### config.mk
export PLATFORM = sky130hd
export DESIGN_NAME = stream_sample_scheduler
export DESIGN_NICKNAME = d
export VERILOG_FILES = /design/src/rtl/synth_pkg.sv /design/src/rtl/sample_fifo.sv /design/src/rtl/stream_sample_scheduler.sv
export SDC_FILE = /design/constraint.sdc
export NUM_CORES = 1
export LEC_CHECK = 0
export ABC_AREA = 1
export CORE_MARGIN = 3
export CORE_UTILIZATION = 30
export CTS_BUF_LIST = sky130_fd_sc_hd__clkbuf_4 sky130_fd_sc_hd__clkbuf_8
export DETAILED_ROUTE_END_ITERATION = 12
export GPL_ROUTABILITY_DRIVEN = 0
export GPL_TIMING_DRIVEN = 0
export PLACE_DENSITY_LB_ADDON = 0.3
export SLEW_MARGIN = 20
export SYNTH_ARGS = -nofsm -noshare
export SYNTH_HDL_FRONTEND = slang
export SYNTH_HIERARCHICAL = 1
export SYNTH_SLANG_ARGS = --single-unit
### constraint.sdc
create_clock -name clk -period 11 [get_ports clk]
set_input_delay 2.2 -clock clk [delete_from_list [all_inputs] [get_ports clk]]
set_output_delay 2.2 -clock clk [all_outputs]
set_load 0.02 [all_outputs]
### src/rtl/synth_pkg.sv
// Shared definitions for the synthesizer stream path: FSM state encoding,
// the SPI stream-port address and the unsigned audio midscale value.
package synth_pkg;

    typedef enum logic [1:0] {
        ST_IDLE     = 2'd0,
        ST_PRIME    = 2'd1,
        ST_PLAY     = 2'd2,
        ST_UNDERRUN = 2'd3
    } state_t;

    localparam logic [7:0] STREAM_ADDR = 8'h06;
    localparam logic [7:0] MIDSCALE    = 8'h80;

endpackage

### src/rtl/sample_fifo.sv
// Synchronous byte FIFO with flush, registered occupancy and its next value.
// The caller guarantees no push when full without a pop, and no pop when empty.
module sample_fifo #(
    parameter int DEPTH = 8
) (
    input  logic                     clk,
    input  logic                     rst_n,
    input  logic                     flush,
    input  logic                     push,
    input  logic                     pop,
    input  logic [7:0]               din,
    output logic [7:0]               dout,
    output logic [$clog2(DEPTH):0]   count,
    output logic [$clog2(DEPTH):0]   count_next,
    output logic                     full,
    output logic                     empty
);

    localparam int AW = $clog2(DEPTH);
    localparam int CW = AW + 1;

    logic [7:0]    mem_q [DEPTH];
    logic [AW-1:0] wr_ptr_q;
    logic [AW-1:0] rd_ptr_q;
    logic [CW-1:0] count_q;
    logic [CW-1:0] count_d;

    assign dout       = mem_q[rd_ptr_q];
    assign count      = count_q;
    assign count_next = count_d;
    assign full       = (count_q == CW'(DEPTH));
    assign empty      = (count_q == {CW{1'b0}});

    // Occupancy after this cycle's flush/push/pop.
    always_comb begin
        count_d = count_q;
        if (flush) begin
            count_d = {CW{1'b0}};
        end else begin
            case ({push, pop})
                2'b10:   count_d = count_q + CW'(1);
                2'b01:   count_d = count_q - CW'(1);
                default: count_d = count_q;
            endcase
        end
    end

    // Pointer and occupancy registers; flush rewinds both pointers.
    always_ff @(posedge clk) begin
        if (!rst_n) begin
            wr_ptr_q <= {AW{1'b0}};
            rd_ptr_q <= {AW{1'b0}};
            count_q  <= {CW{1'b0}};
        end else if (flush) begin
            wr_ptr_q <= {AW{1'b0}};
            rd_ptr_q <= {AW{1'b0}};
            count_q  <= {CW{1'b0}};
        end else begin
            if (push) begin
                wr_ptr_q <= wr_ptr_q + AW'(1);
            end
            if (pop) begin
                rd_ptr_q <= rd_ptr_q + AW'(1);
            end
            count_q <= count_d;
        end
    end

    // Storage array; contents are only meaningful between the pointers.
    always_ff @(posedge clk) begin
        if (push && !flush) begin
            mem_q[wr_ptr_q] <= din;
        end
    end

endmodule

### src/rtl/stream_sample_scheduler.sv
// Streams SPI-written sample bytes to the output at a programmable rate with
// prime/underrun handling. Build option STREAM_HOLD_LAST_EN holds the last sample on underrun.
module stream_sample_scheduler
    import synth_pkg::*;
#(
    parameter int DEPTH       = 8,
    parameter int PRIME_LEVEL = 4,
    parameter int RATE_W      = 16
) (
    input  logic                     clk,
    input  logic                     rst_n,
    input  logic                     enable,
    input  logic                     wr_valid,
    input  logic [7:0]               wr_data,
    input  logic [RATE_W-1:0]        rate_div,
    input  logic                     clr_flags,
    output logic [7:0]               sample_out,
    output logic                     sample_strobe,
    output logic [$clog2(DEPTH):0]   fill_level,
    output logic                     playing,
    output logic                     flag_overflow,
    output logic                     flag_underrun
);

    localparam int CW = $clog2(DEPTH) + 1;

    state_t             state_q;
    logic [RATE_W-1:0]  cnt_q;
    logic [RATE_W-1:0]  cnt_d;
    logic [7:0]         sample_q;
    logic               strobe_q;
    logic               ovf_flag_q;
    logic               und_flag_q;

    logic               run_s;
    logic               tick_s;
    logic               pop_s;
    logic               push_s;
    logic               ovf_s;
    logic               und_s;
    logic               primed_s;
    logic [7:0]         fifo_dout_s;
    logic [CW-1:0]      fifo_count_s;
    logic [CW-1:0]      fifo_count_next_s;
    logic               fifo_full_s;
    logic               fifo_empty_s;

    sample_fifo #(
        .DEPTH (DEPTH)
    ) u_fifo (
        .clk        (clk),
        .rst_n      (rst_n),
        .flush      (!enable),
        .push       (push_s),
        .pop        (pop_s),
        .din        (wr_data),
        .dout       (fifo_dout_s),
        .count      (fifo_count_s),
        .count_next (fifo_count_next_s),
        .full       (fifo_full_s),
        .empty      (fifo_empty_s)
    );

    // Tick generation and FIFO handshake decisions for this cycle.
    always_comb begin
        run_s    = (state_q == ST_PLAY) || (state_q == ST_UNDERRUN);
        tick_s   = enable && run_s && (cnt_q >= rate_div);
        pop_s    = tick_s && (state_q == ST_PLAY) && !fifo_empty_s;
        und_s    = tick_s && (state_q == ST_PLAY) && fifo_empty_s;
        push_s   = enable && wr_valid && (!fifo_full_s || pop_s);
        ovf_s    = enable && wr_valid && fifo_full_s && !pop_s;
        primed_s = (fifo_count_next_s >= CW'(PRIME_LEVEL));
        cnt_d    = {RATE_W{1'b0}};
        if (!enable || !run_s) begin
            cnt_d = {RATE_W{1'b0}};
        end else if (tick_s) begin
            cnt_d = {RATE_W{1'b0}};
        end else begin
            cnt_d = cnt_q + RATE_W'(1);
        end
    end

    // Playback FSM with registered sample, strobe and sticky flags.
    always_ff @(posedge clk) begin
        if (!rst_n) begin
            state_q    <= ST_IDLE;
            cnt_q      <= {RATE_W{1'b0}};
            sample_q   <= MIDSCALE;
            strobe_q   <= 1'b0;
            ovf_flag_q <= 1'b0;
            und_flag_q <= 1'b0;
        end else begin
            cnt_q    <= cnt_d;
            strobe_q <= 1'b0;
            // A set condition beats a coincident clear.
            if (ovf_s) begin
                ovf_flag_q <= 1'b1;
            end else if (clr_flags) begin
                ovf_flag_q <= 1'b0;
            end
            if (und_s) begin
                und_flag_q <= 1'b1;
            end else if (clr_flags) begin
                und_flag_q <= 1'b0;
            end
            if (!enable) begin
                state_q  <= ST_IDLE;
                sample_q <= MIDSCALE;
            end else begin
                case (state_q)
                    ST_IDLE: begin
                        state_q  <= ST_PRIME;
                        sample_q <= MIDSCALE;
                    end
                    ST_PRIME: begin
                        if (primed_s) begin
                            state_q <= ST_PLAY;
                        end
                    end
                    ST_PLAY: begin
                        if (pop_s) begin
                            sample_q <= fifo_dout_s;
                            strobe_q <= 1'b1;
                        end else if (und_s) begin
                            state_q <= ST_UNDERRUN;
`ifndef STREAM_HOLD_LAST_EN
                            sample_q <= MIDSCALE;
`endif
                        end
                    end
                    ST_UNDERRUN: begin
                        if (primed_s) begin
                            state_q <= ST_PLAY;
                        end
                    end
                    default: begin
                        state_q  <= ST_IDLE;
                        sample_q <= MIDSCALE;
                    end
                endcase
            end
        end
    end

    assign sample_out    = sample_q;
    assign sample_strobe = strobe_q;
    assign fill_level    = fifo_count_s;
    assign playing       = (state_q == ST_PLAY);
    assign flag_overflow = ovf_flag_q;
    assign flag_underrun = und_flag_q;

endmodule

==> metrics.csv, run 1 <==
metric;value;unit
number of fill cells in the layout;1581;
die area;17800;µm²
max_cap viols;0;
final WL;10320;µm
initial antenna violation count;0;
CP max stage delay;0.45;ns
largest net degree at the start of global routing;18;
Syn Std Cell Area;4871;µm²
TritonCTS Buffers;9;
CP delay by family, top;simple AND/OR/NAND/NOR gates;
total grt overflow;0;
diode count;0;
Final min period;5.611;ns
critical-path maximum fanout;6;
# hold bufs at CTS;0;
ports placed on the boundary;45;
RSZ-0062 raised after global routing;no;
Static Leak;2.253;nW
Die Wd;133.4;µm
Post-CTS Resized;0;
DP Worst Slack;4.961;ns
Worst Path Required;11.31;ns
kind of critical path;input pin to register;
Avg Inst Size Synth;9.551;µm²
drt first pass iters;4;
initial core utilization;0.3134;
Post-CTS Setup Repair Bufs;0;
H-tree levels;3;
vias;3505;
Worst path most repeated cell;nand2_1;
Routed Antenna Nets;0;
Tightest Pin Transition;0.8635;ns
Syn Nets;561;
DR iter-0 viols;164;
drt via density;4.488;
Max Clock Freq;178.2;MHz
site row count;45;
critical path's slowest cell;clkdlybuf4s50_1;
Worst Path Buf+Inv;4;
first-pass GRT wire length;17530;µm
Hold WC Path Type;register to register;
nets;616;
WP depth;25;
status;completed;
Gate Count Post-Synth;510;
Port Buffers;44;
fin crit share;0.5101;
P&R area growth vs syn;18.47;%
cell count of the worst reg-to-reg path;23;
worst-skew pair later-pin latency;0.38;ns
# setup viols final;0;
Worst-path clk slew;0.09;ns
clk root buf;clkbuf_8;
vias in the first global route;3596;
worst reg2reg setup slack;7.34;ns
crit path DAT;5.92;ns
total chip power;0.6961;mW
Slew HR;0.4222;
CP Launch Type;input pin;
post-DR wirelength/cell;13.21;µm
pwr dens;120.6;nW/µm²
CTS tree;built;
CTS max path bufs;2;
CORE AREA;15540;µm²
final hold violation count;0;
DRC viols;0;
crit path capture type;register;
setup TNS;0;ns
hpwl dp;7584;µm
Final WS setup;5.389;ns
yosys warns;6;
Worst VDD drop;70.00;µV
Die Y-Extent;133.4;µm
CTS Sinks;106;
max-slew violations;0;
Total Routing Usage GR;0.1233;
Hold Crit Depth;2;
share of layout cells above drive strength 1;0.09825;
clock skew;0.01532;ns
sequential cells by signal (all words and copies together), names as in the netlist, named ones only:
name / cells
u_fifo/count: 4
sample_strobe: 1
u_fifo/wr_ptr_q: 3
flag_underrun: 1
flag_overflow: 1
cnt_q: 16
state_q: 2
u_fifo/rd_ptr_q: 3
u_fifo/mem_q: 64
sample_out: 8
worst min-delay path: stages, from the launching register on:
cell     delay, ns
dfxtp_1       0.32
nand2_1       0.06
a21oi_1       0.05
power by group:
group          total (mW)  internal [mW]  leakage [nW]  switching, mW
logic              0.0323         0.0151          1.24         0.0173
clock network       0.240          0.108        0.0981          0.132
registers           0.424          0.422         0.915        0.00144
total               0.696          0.545          2.25          0.151
path summary, 6_finish.rpt:
check | from | end
setup reg to reg | cnt_q[3]$_SDFF_PP0_ | state_q[0]$_SDFFE_PN0P_
hold reg to reg | flag_underrun$_SDFFE_PN0P_ | flag_underrun$_SDFFE_PN0P_
hold / removal | flag_underrun$_SDFFE_PN0P_ | flag_underrun$_SDFFE_PN0P_
setup / recovery | rate_div[3] | state_q[0]$_SDFFE_PN0P_
cell usage in the layout, fill, tap and decap left out, types with 8 or more instances in the layout:
master,instances
ha_1,22
a21oi_1,30
edfxtp_1,64
nand4_1,9
clkdlybuf4s50_1,44
o21ai_1,21
clkbuf_8,9
nand2_1,92
nor2_2,8
nor2_1,75
dfxtp_1,42
nand3_1,13
o21ai_0,18
a31oi_1,9
inv_1,53
metal layers:
layer  track usage  vias to the layer above  wire length [µm]
met5             0                        -                 0
met4       0.02914                        0                56
met3       0.03701                        4               548
met2        0.2094                       69              4996
met1        0.1548                     1627              4715
li1              -                     1805                 -
through the flow:
stage	std cells	hold WS, ns	util	instance area [µm²]
2_1_floorplan	510	0.4297	-	4871
3_3_place_gp	765	0.4469	0.3588	5575
3_5_place_dp	765	0.4591	0.3588	5575
4_1_cts	781	0.4786	0.3713	5771
5_1_grt	781	0.4979	0.3713	5771
6_report	781	0.4740	0.3713	5771
final cells by class:
cell class	count	area [µm²]	share of cell area
Buffer	10	82.58	0.01431
Clock buffer	10	131.4	0.02277
Clock inverter	6	63.81	0.01106
Inverter	59	221.5	0.03838
Multi-Input combinational cell	335	1804	0.3127
Sequential cell	106	2763	0.4788
Tap cell	211	264.0	0.04575
Timing Repair Buffer	44	440.4	0.07632
Power figures use the tool's default switching activity.
==> run 2, diff against run 1 <==
==> constraint.sdc (replaced) <==
create_clock -name clk -period 4.6 [get_ports clk]
set_input_delay 0.92 -clock clk [delete_from_list [all_inputs] [get_ports clk]]
set_output_delay 0.92 -clock clk [all_outputs]
set_load 0.02 [all_outputs]
==> run 2 against run 1 <==
  * Critical path depth is the same
  * Combinational power rose by 140%
  * Wire length grew 0.25%
  * Worst setup slack worse by 4.9 ns
  * Non-clock buffer count stayed put
  * First-iteration DRC count up 12%
  * Utilization up 0.072 points
  * Largest cell class unchanged
==> metrics.csv, run 2 (synthesis results as in run 1) <==
metric;value;unit;change
Worst-path clk slew;0.10;ns;was 0.09 ns
share of layout cells above drive strength 1;0.1000;;was 0.09825
Hold Path Sink;cnt_q[0]$_SDFF_PP0_;;was flag_underrun$_SDFFE_PN0P_
initial core utilization;0.3134;;unchanged
CORE AREA;15540;µm²;unchanged
Post-CTS Setup Repair Bufs;0;;unchanged
fin crit share;0.8989;;
Worst Path Buf+Inv;4;;unchanged
hpwl dp;7584;µm;unchanged
setup TNS;0;ns;unchanged
total grt overflow;0;;unchanged
status;completed;;unchanged
Final min period;4.135;ns;
Worst Path Required;4.91;ns;was 11.31 ns
Sw Share;0.2166;;was 0.2163
DP Worst Slack;-0.1588;ns;was 4.961 ns
Static Leak;2.254;nW;was 2.253 nW
Routed Antenna Nets;0;;unchanged
critical-path maximum fanout;6;;unchanged
TritonCTS Buffers;9;;unchanged
Slew HR;0.4333;;was 0.4222
vias;3522;;was 3505
Final Core Density;0.3721;;was 0.3713
placed insts;765;;unchanged
commonest non-fill, non-tap cell in the layout;nand2_1;;unchanged
Sequential Power Share;0.608;;about the same
Die Wd;133.4;µm;unchanged
CP max stage delay;0.45;ns;about the same
Final WS setup;0.4653;ns;was 5.389 ns
diode count;0;;unchanged
max-slew violations;0;;unchanged
pwr dens;288.0;nW/µm²;was 120.6 nW/µm²
largest net degree at the start of global routing;18;;unchanged
crit path capture type;register;;unchanged
kind of critical path;input pin to register;;unchanged
Port Buffers;44;;unchanged
final WL;10340;µm;was 10320 µm
die area;17800;µm²;unchanged
commonest cells after routing, fill and taps aside;nand2_1 (92), nor2_1 (75), edfxtp_1 (64), inv_1 (53), clkdlybuf4s50_1 (44);;unchanged
P&R area growth vs syn;18.70;%;was 18.47%
Worst path most repeated cell;nand2_1;;unchanged
site row count;45;;unchanged
nets;616;;unchanged
Internal;1.305;mW;was 0.5455 mW
DR iter-0 viols;184;;was 164
RSZ-0062 raised after global routing;no;;unchanged
max_cap viols;0;;unchanged
critical path's slowest cell;clkdlybuf4s50_1;;unchanged
cell count of the worst reg-to-reg path;23;;unchanged
Logic pwr share;0.047;;was 0.046
# setup viols final;0;;unchanged
clock group share of total power;0.345;;about the same
Tightest Pin Transition;0.8470;ns;was 0.8635 ns
clk root buf;clkbuf_8;;unchanged
hold path start;cnt_q[0]$_SDFF_PP0_;;was flag_underrun$_SDFFE_PN0P_
Die Y-Extent;133.4;µm;unchanged
Total Routing Usage GR;0.1233;;unchanged
drt via density;4.510;;was 4.488
Hold WC Path Type;register to register;;unchanged
H-tree levels;3;;unchanged
Worst VDD drop;167.4;µV;was 70.00 µV
Fin Hold WS;0.4745;ns;was 0.4740 ns
drt first pass iters;4;;unchanged
CTS max path bufs;2;;unchanged
vias in the first global route;3596;;unchanged
DRC viols;0;;unchanged
Reg-to-Reg Start;cnt_q[3]$_SDFF_PP0_;;unchanged
P_sw;0.3607;mW;was 0.1506 mW
worst-skew pair later-pin latency;0.38;ns;about the same
first-pass GRT wire length;17530;µm;unchanged
crit path DAT;4.45;ns;was 5.92 ns
largest register by flop count;u_fifo/mem_q;;unchanged
ports placed on the boundary;45;;unchanged
final hold violation count;0;;unchanged
Hold Crit Depth;1;;was 2
worst reg2reg setup slack;1.13;ns;was 7.34 ns
Post-Layout Cell Count;781;;unchanged
r2r endpoint;state_q[0]$_SDFFE_PN0P_;;unchanged
CP Launch Type;input pin;;unchanged
CTS Sinks;106;;unchanged
post-DR wirelength/cell;13.24;µm;was 13.21 µm
Max Clock Freq;241.9;MHz;
CTS tree;built;;unchanged
clock skew;0.01621;ns;was 0.01532 ns
Largest register FFs;64;;unchanged
# hold bufs at CTS;0;;unchanged
CP delay by family, top;simple AND/OR/NAND/NOR gates;;unchanged
initial antenna violation count;0;;unchanged
[run 2: cell count changes in the layout (fill, tap and decap cells not counted)]
| cell | delta |
|---|---|
| a21oi_1 | -1 |
| a21oi_4 | +1 |
[run 2: area by class of cell]
class	instances	area [µm²]
tap	211	264.0
inverter	59	221.5
clock buffer	10	131.4
fill	1581	9758
sequential	106	2763
multi-input combinational	335	1815
buffer	10	82.58
clock inverter	6	63.81
timing repair buffer	44	440.4
[run 2: per-layer routing]
layer / GRT usage / routed length (µm) / share of wire / up-vias
met4: 0.02914 / 56 / 0.0054 / 0
met1: 0.1548 / 4701 / 0.45 / 1642
li1: - / - / - / 1806
met2: 0.2094 / 5001 / 0.48 / 70
met3: 0.03701 / 583 / 0.056 / 4
met5: 0 / 0 / 0 / -
[run 2: worst max path at each step]
stage                startpoint                      end  slack (ns)  cells after the start
finish              rate_div[3]  state_q[0]$_SDFFE_PN0P_        0.47                     25
global route        rate_div[3]  state_q[0]$_SDFFE_PN0P_        0.04                     25
CTS                 rate_div[3]  state_q[0]$_SDFFE_PN0P_        0.24                     25
detailed placement  rate_div[3]  state_q[0]$_SDFFE_PN0P_       -0.16                     25
global placement    rate_div[3]  state_q[0]$_SDFFE_PN0P_       -0.07                     25
floorplan           rate_div[3]  state_q[0]$_SDFFE_PN0P_        0.91                     24
[run 2: power groups by stage]
stage	Combinational (mW)	Sequential [mW]	Clock, mW
floorplan	0.0331	1.04	0
global placement	0.0756	1.03	0
detailed placement	0.0781	1.03	0
CTS	0.0786	1.01	0.599
global route	0.0893	1.01	0.631
finish	0.0779	1.01	0.575
[run 2: metrics by stage]
stage,power [mW],area [µm²]
floorplan,1.068,4871
global placement,1.110,5575
detailed placement,1.113,5575
CTS,1.690,5771
global route,1.734,5782
finish,1.665,5782
[run 2: what timing repair did]
item / CTS / global route
gates resized for setup: 0 / 2
hold endpoints to repair: 0 / 0
endpoints found under the setup margin: 0 / 2
